[src/rtl/exec_if.sv]
// ID/EX to execute-stage bus: instruction fields in, stall and completed result out.
interface exec_if #(
    parameter int WIDTH = 32
);
    logic             in_valid;
    logic [4:0]       OpCode;
    logic [WIDTH-1:0] Rd;
    logic [WIDTH-1:0] Rs;
    logic [WIDTH-1:0] Rt;
    logic [WIDTH-1:0] Rsi;
    logic             flush;
    logic             stall;
    logic             out_valid;
    logic [4:0]       OpCodeOut;
    logic [WIDTH-1:0] RdOut;
    logic [WIDTH-1:0] Result;
    logic             Zero;

    // Decode/ID-EX side: presents instructions, honours stall, consumes results.
    modport master (
        output in_valid, OpCode, Rd, Rs, Rt, Rsi, flush,
        input  stall, out_valid, OpCodeOut, RdOut, Result, Zero
    );

    // Execute-stage side.
    modport slave (
        input  in_valid, OpCode, Rd, Rs, Rt, Rsi, flush,
        output stall, out_valid, OpCodeOut, RdOut, Result, Zero
    );
endinterface

[src/rtl/exec_stage.sv]
// Execute stage: single-cycle ALU plus a serial shift-add multiplier that
// stalls the ID/EX register for the duration of the multiply.
module exec_stage #(
    parameter int WIDTH = 32
) (
    input logic   clk,
    input logic   rst,
    exec_if.slave bus
);
    localparam logic [4:0] OP_NOP  = 5'd0;
    localparam logic [4:0] OP_ADD  = 5'd1;
    localparam logic [4:0] OP_SUB  = 5'd2;
    localparam logic [4:0] OP_AND  = 5'd3;
    localparam logic [4:0] OP_OR   = 5'd4;
    localparam logic [4:0] OP_XOR  = 5'd5;
    localparam logic [4:0] OP_SLL  = 5'd6;
    localparam logic [4:0] OP_SRL  = 5'd7;
    localparam logic [4:0] OP_ADDI = 5'd8;
    localparam logic [4:0] OP_MUL  = 5'd9;
    localparam logic [4:0] OP_MOVI = 5'd10;

    localparam int              CNT_W    = $clog2(WIDTH);
    localparam logic [CNT_W-1:0] CNT_LAST = CNT_W'(WIDTH - 1);

    typedef enum logic [0:0] {
        RUN = 1'b0,
        MUL = 1'b1
    } state_t;

    state_t           state;
    state_t           state_next;
    logic             accept;
    logic             mul_start;
    logic             mul_done;
    logic             stall;

    logic [WIDTH-1:0] alu_result;
    logic             alu_writes;

    logic [WIDTH-1:0] mcand;
    logic [WIDTH-1:0] mplier;
    logic [WIDTH-1:0] acc;
    logic [WIDTH-1:0] acc_next;
    logic [WIDTH-1:0] mul_rd;
    logic [CNT_W-1:0] cnt;

    logic             out_valid;
    logic [4:0]       opcode_out;
    logic [WIDTH-1:0] rd_out;
    logic [WIDTH-1:0] result;
    logic             zero;

    // Next-state and handshake decode; reset overrides everything so stall stays low.
    always_comb begin
        // NOTE: every output of a combinational block gets a default first, so no path can infer a latch.
        state_next = state;
        accept     = 1'b0;
        mul_start  = 1'b0;
        mul_done   = 1'b0;
        stall      = 1'b0;
        case (state)
            RUN: begin
                accept = bus.in_valid && !bus.flush;
                if (accept && bus.OpCode == OP_MUL) begin
                    stall      = 1'b1;
                    mul_start  = 1'b1;
                    state_next = MUL;
                end
            end
            MUL: begin
                if (bus.flush) begin
                    state_next = RUN;
                end else if (cnt == CNT_LAST) begin
                    mul_done   = 1'b1;
                    state_next = RUN;
                end else begin
                    stall = 1'b1;
                end
            end
            default: state_next = RUN;
        endcase
        if (!rst) begin
            state_next = RUN;
            accept     = 1'b0;
            mul_start  = 1'b0;
            mul_done   = 1'b0;
            stall      = 1'b0;
        end
    end

    // FSM state register.
    always_ff @(posedge clk) begin
        // NOTE: sequential state uses non-blocking assignments so every register samples pre-edge values.
        if (!rst) begin
            state <= RUN;
        end else begin
            state <= state_next;
        end
    end

    // Single-cycle ALU; alu_writes flags the opcodes that produce a result this way.
    always_comb begin
        alu_result = '0;
        alu_writes = 1'b1;
        case (bus.OpCode)
            OP_ADD:  alu_result = bus.Rs + bus.Rt;
            OP_SUB:  alu_result = bus.Rs - bus.Rt;
            OP_AND:  alu_result = bus.Rs & bus.Rt;
            OP_OR:   alu_result = bus.Rs | bus.Rt;
            OP_XOR:  alu_result = bus.Rs ^ bus.Rt;
            OP_SLL:  alu_result = bus.Rs << bus.Rt[4:0];
            OP_SRL:  alu_result = bus.Rs >> bus.Rt[4:0];
            OP_ADDI: alu_result = bus.Rs + bus.Rsi;
            OP_MOVI: alu_result = bus.Rsi;
            default: alu_writes = 1'b0;
        endcase
    end

    // One shift-add step: add the shifted multiplicand when the current multiplier bit is set.
    always_comb begin
        acc_next = acc + (mplier[0] ? mcand : '0);
    end

    // Multiplier datapath: load operands on acceptance, then iterate once per MUL cycle.
    always_ff @(posedge clk) begin
        // NOTE: only the multiplier state with a defined reset value is cleared; no memories exist here.
        if (!rst) begin
            acc    <= '0;
            cnt    <= '0;
            mcand  <= '0;
            mplier <= '0;
            mul_rd <= '0;
        end else if (mul_start) begin
            acc    <= '0;
            cnt    <= '0;
            mcand  <= bus.Rs;
            mplier <= bus.Rt;
            mul_rd <= bus.Rd;
        end else if (state == MUL) begin
            acc    <= acc_next;
            cnt    <= cnt + CNT_W'(1);
            mcand  <= mcand << 1;
            mplier <= mplier >> 1;
        end
    end

    // Result registers: load from the multiplier on its last step or from the ALU on acceptance.
    always_ff @(posedge clk) begin
        if (!rst) begin
            out_valid  <= 1'b0;
            opcode_out <= '0;
            rd_out     <= '0;
            result     <= '0;
            zero       <= 1'b0;
        end else begin
            out_valid <= 1'b0;
            if (mul_done) begin
                out_valid  <= 1'b1;
                opcode_out <= OP_MUL;
                rd_out     <= mul_rd;
                result     <= acc_next;
                zero       <= (acc_next == '0);
            end else if (accept && alu_writes) begin
                out_valid  <= 1'b1;
                opcode_out <= bus.OpCode;
                rd_out     <= bus.Rd;
                result     <= alu_result;
                zero       <= (alu_result == '0);
            end
        end
    end

    assign bus.stall     = stall;
    assign bus.out_valid = out_valid;
    assign bus.OpCodeOut = opcode_out;
    assign bus.RdOut     = rd_out;
    assign bus.Result    = result;
    assign bus.Zero      = zero;
endmodule

[src/flat_wrapper.sv]
// flat-port wrapper written by rule: the top's interface ports become plain ports
module exec_stage_flat 
#(
    parameter int WIDTH = 32
)
  (clk, rst, bus_in_valid, bus_OpCode, bus_Rd, bus_Rs, bus_Rt, bus_Rsi, bus_flush, bus_stall, bus_out_valid, bus_OpCodeOut, bus_RdOut, bus_Result, bus_Zero);
  exec_if #(.WIDTH(WIDTH)) bus_i ();
  input logic clk;
  input logic rst;
  input wire logic [$bits(bus_i.in_valid)-1:0] bus_in_valid;
  input wire logic [$bits(bus_i.OpCode)-1:0] bus_OpCode;
  input wire logic [$bits(bus_i.Rd)-1:0] bus_Rd;
  input wire logic [$bits(bus_i.Rs)-1:0] bus_Rs;
  input wire logic [$bits(bus_i.Rt)-1:0] bus_Rt;
  input wire logic [$bits(bus_i.Rsi)-1:0] bus_Rsi;
  input wire logic [$bits(bus_i.flush)-1:0] bus_flush;
  output wire logic [$bits(bus_i.stall)-1:0] bus_stall;
  output wire logic [$bits(bus_i.out_valid)-1:0] bus_out_valid;
  output wire logic [$bits(bus_i.OpCodeOut)-1:0] bus_OpCodeOut;
  output wire logic [$bits(bus_i.RdOut)-1:0] bus_RdOut;
  output wire logic [$bits(bus_i.Result)-1:0] bus_Result;
  output wire logic [$bits(bus_i.Zero)-1:0] bus_Zero;
  assign bus_i.in_valid = bus_in_valid;
  assign bus_i.OpCode = bus_OpCode;
  assign bus_i.Rd = bus_Rd;
  assign bus_i.Rs = bus_Rs;
  assign bus_i.Rt = bus_Rt;
  assign bus_i.Rsi = bus_Rsi;
  assign bus_i.flush = bus_flush;
  assign bus_stall = bus_i.stall;
  assign bus_out_valid = bus_i.out_valid;
  assign bus_OpCodeOut = bus_i.OpCodeOut;
  assign bus_RdOut = bus_i.RdOut;
  assign bus_Result = bus_i.Result;
  assign bus_Zero = bus_i.Zero;
  exec_stage #(.WIDTH(WIDTH)) u_core (.clk(clk), .rst(rst), .bus(bus_i));
endmodule
[config.mk]
export PLATFORM = sky130hd
export DESIGN_NAME = exec_stage_flat
export DESIGN_NICKNAME = d
export VERILOG_FILES = /design/src/rtl/exec_if.sv /design/src/rtl/exec_stage.sv /design/src/flat_wrapper.sv
export SDC_FILE = /design/constraint.sdc
export NUM_CORES = 1
export LEC_CHECK = 0
export CELL_PAD_IN_SITES_DETAIL_PLACEMENT = 2
export CELL_PAD_IN_SITES_GLOBAL_PLACEMENT = 2
export CORE_AREA = 2 2 229 231
export DETAILED_ROUTE_END_ITERATION = 6
export DIE_AREA = 0 0 231 233
export MAX_ROUTING_LAYER = met4
export PLACE_DENSITY_LB_ADDON = 0.1
export SLEW_MARGIN = 30
export SYNTH_ARGS = -nofsm -noshare
export SYNTH_HDL_FRONTEND = slang
export SYNTH_SLANG_ARGS = --single-unit
[constraint.sdc]
create_clock -name clk -period 12.59 [get_ports clk]
set_input_delay 3.1475 -clock clk [delete_from_list [all_inputs] [get_ports clk]]
set_output_delay 3.1475 -clock clk [all_outputs]
set_load 0.03 [all_outputs]
==> metrics.csv <==
stage;metric;value;unit
status;status;complete, no violations;
global_route;grt_usage;38.2;%
synthesis;synth_ff_type;dfxtp_1;
detailed_routing;ant_nets;0;
sta;holdWs;474;ps
job;cap_violations;0;
power_and_ir_drop;p_switching;708;uW
synthesis;ys_warn_count;0;
hold_path;min_path_type;reg -> reg;
place;portBuffers;208;
cts;root_buffer;clkbuf_16;
critical_path;cp_slowest_stage_delay;810;ps
sta;finalCritPeriodShare;78.3;%
power_and_ir_drop;p_leak;0.00910;uW
place;dpl_cell_area;0.0215;mm^2
cts;tritoncts;yes;
power_and_ir_drop;seq_power_share;31.2;%
sta;setup-violations-final;0;
global_route;grt_pass1_vias;22000;
critical_path;path_cells;clkdlybuf4s50_1 -> inv_1 -> nand4_1 -> nand3b_1 -> or4_1 -> or4_1 -> nor3_1 -> a21oi_1 -> o21ai_0 -> ha_1 -> a21oi_1 -> o21ai_0 -> a211oi_1 -> nand4b_1 -> or3b_2 -> nor4_1 -> nand4_1 -> or4_1 -> or4_1 -> nand3_1;
sta;finalCriticalPeriod;9860;ps
cts;cts_resized;0;
detailed_routing;num_vias;21100;
cts;cts_setup_buffers;0;
place;gp_congestion;1.02;
synthesis;ys_ff_latch;205;
synthesis;ys_seq_area_share;21.7;%
detailed_routing;drt_iter0_markers;1753;
synthesis;synth-edff-count;0;
global_route;antenna_found_initial;3;
power_and_ir_drop;comb_power_share;25.3;%
power_and_ir_drop;irDropWorstVdd;0.110;mV
critical_path;end_kind;flop;
place;dpl.hpwl;76.7;mm
synthesis;yosysMostFrequentCell;nand2_1;
die;die_h;233;um
synthesis;synth_area_per_cell;7.74;um^2
critical_path;crit_family;simple AND/OR/NAND/NOR gates;
die;fp.coreArea;0.0511;mm^2
detailed_routing;drt_first_pass_iters;5;
sta;worst_pin_slew;1190;ps
layout;syn_to_final_growth;19.3;%
critical_path;startpoint_type;primary input;
cts;clk_latency;610;ps
power_and_ir_drop;swShare;33.4;%
cts;cts_buffers;28;
power_and_ir_drop;clockPowerShare;43.6;%
die;num_rows;83;
synthesis;async_reset_ff_share;0;%
power_and_ir_drop;p_int;1420;uW
critical_path;required;13140;ps
critical_path;critPathMostFrequentCell;or4_1;
detailed_routing;wl_per_cell;31.7;um
sta;max-slew-margin-rel;19.9;%
power_and_ir_drop;power_density;94.3;mW/mm^2
synthesis;synth_area;0.0189;mm^2
synthesis;synth_common_cells;349 x nand2_1, 205 x dfxtp_1, 177 x nor2_1;
synthesis;yosys.area.top_type;dfxtp_1;
synthesis;synth_cells;2440;
sta;clock-skew-final;18.9;ps
synthesis;synth_nets;2716;
critical_path;cp_slowest_cell;clkdlybuf4s50_1;
critical_path;crit_fanout;18;
global_route;grt_max_degree;74;
detailed_routing;vias_per_cell;6.49;
global_route;grt_pass1_wl;150;mm
synthesis;synth_cell_type_count;83;
global_route;overflow;0;
synthesis;yosys.area.top_type_share;21.7;%
cts;cts_sinks;205;
power_and_ir_drop;p_total;2120;uW
sta;tns;0;ps
critical_path;cp_data_arrival_time;10410;ps
die;io_pins;209;
critical_path;path_class;in -> reg;
synthesis;synth_area_leaders;dfxtp_1 22%, ha_1 9.1%, nand2_1 6.9%, mux2i_1 6.6%, nor2_1 3.5%;
layout;final_layout_size_suffix_gt1_share;6.80;%
sta;drv_slew;0;
cts;cts_buffer_depth;3;
detailed_routing;routed_wl;103;mm
critical_path;crit_buf_inv;2;
cts;holdBufCountCts;0;
cts;htree_levels;1;
die;die_w;231;um
die;start_util;37.0;%
sta;rsz0062_at_grt;no;
layout;final_area;0.0225;mm^2
sta;finalHoldViolCount;0;
cts;cts.clk_slew.worst_paths;60;ps
die;die-area;0.0538;mm^2
sta;fmax;101;MHz
layout;nets;2815;
detailed_routing;drcViolationCount;0;
worst min-delay path, delay by kind of cell (launching register included):
| family | cells | cell delay [ps] |
|---|---|---|
| compound gates | 1 | 70 |
| flops | 1 | 310 |
| simple gates | 1 | 50 |
logic make-up (layout without fill, tap and decap cells):
logic type	after synthesis	count (layout)	synth area share [%]
adder cells (fa/ha/maj)	139	139	9.29
buffers and inverters	267	386	5.59
XOR/XNOR	46	46	2.13
flip-flops	205	205	21.7
AND/OR/NAND/NOR	895	895	22.5
multiplexers	172	172	11.1
other	0	4	0
AO/OA/AOI/OAI	716	716	27.7
through the flow:
stage / util (%) / setup slack, ps / std cells
after floorplan: - / 3360 / 2440
after global placement: 42.0 / 2530 / 3189
after detailed placement: 42.0 / 2290 / 3189
after CTS: 44.0 / 2900 / 3239
after global routing: 44.1 / 2410 / 3242
final: 44.1 / 2730 / 3243
layout by cell type (no fill, tap or decap), types with 18 or more instances in the layout:
cell type / Yosys / final
clkbuf_16: 0 / 29
inv_1: 79 / 79
nor3_1: 51 / 48
nor2_1: 177 / 174
mux2i_1: 124 / 124
and2_1: 56 / 55
o21ai_0: 93 / 93
clkdlybuf4s50_1: 0 / 204
a211oi_1: 42 / 42
nand2_1: 349 / 349
a221o_1: 23 / 23
nand4_1: 24 / 24
nand3_1: 46 / 46
a21boi_0: 83 / 83
ha_1: 137 / 137
a22oi_1: 78 / 78
dfxtp_1: 205 / 204
xor2_1: 20 / 20
a21o_1: 25 / 25
mux4_2: 27 / 27
mux2_2: 18 / 18
o211ai_1: 35 / 35
o211a_1: 36 / 36
and3_1: 39 / 39
a21oi_1: 95 / 95
buf_4: 2 / 48
nor2b_1: 53 / 53
o21a_1: 18 / 18
xnor2_1: 26 / 26
a221oi_1: 46 / 46
metal layers:
layer	routed length [um]	part of all wire [%]	GRT usage, %
met1	42900	42	46.5
met2	49000	48	63.1
met3	5830	5.7	4.79
met4	5080	4.9	17.3
met5	0	0	-
path summary, 6_finish.rpt:
kind	slack, ps	depth (start not counted)	from	endpoint
worst max-delay path	2730	20	bus_Rt[4]	u_core.bus.Zero
worst min-delay path	470	2	u_core.bus.RdOut[17]	u_core.bus.RdOut[17]
worst min register to register	470	2	u_core.bus.RdOut[17]	u_core.bus.RdOut[17]
worst max register to register	6590	12	u_core.state	u_core.bus.Zero
registers in the layout, summed over array words and instances, names as in the netlist:
signal,flops
u_core.state,1
u_core.mul_rd,32
u_core.acc,32
u_core.bus.RdOut,32
u_core.bus.OpCodeOut,5
u_core.cnt,5
u_core.bus.Zero,1
u_core.mplier,32
u_core.bus.Result,32
u_core.bus.out_valid,1
u_core.mcand,32
final cells by class:
class,count,area [um^2]
clock buffer,35,758
clock inverter,15,290
inverter,82,308
timing repair buffer,254,2410
antenna,4,10.0
multi-input combinational,1968,13800
tap,680,851
sequential,205,4110
fill,5817,28600
power groups by stage:
stage | Clock [uW] | Combinational (uW) | Sequential, uW
detailed placement | 0 | 518 | 676
global placement | 0 | 506 | 675
floorplan | 0 | 270 | 684
global route | 963 | 563 | 662
CTS | 939 | 523 | 662
finish | 925 | 537 | 662
(Power assumes the default switching activity.)
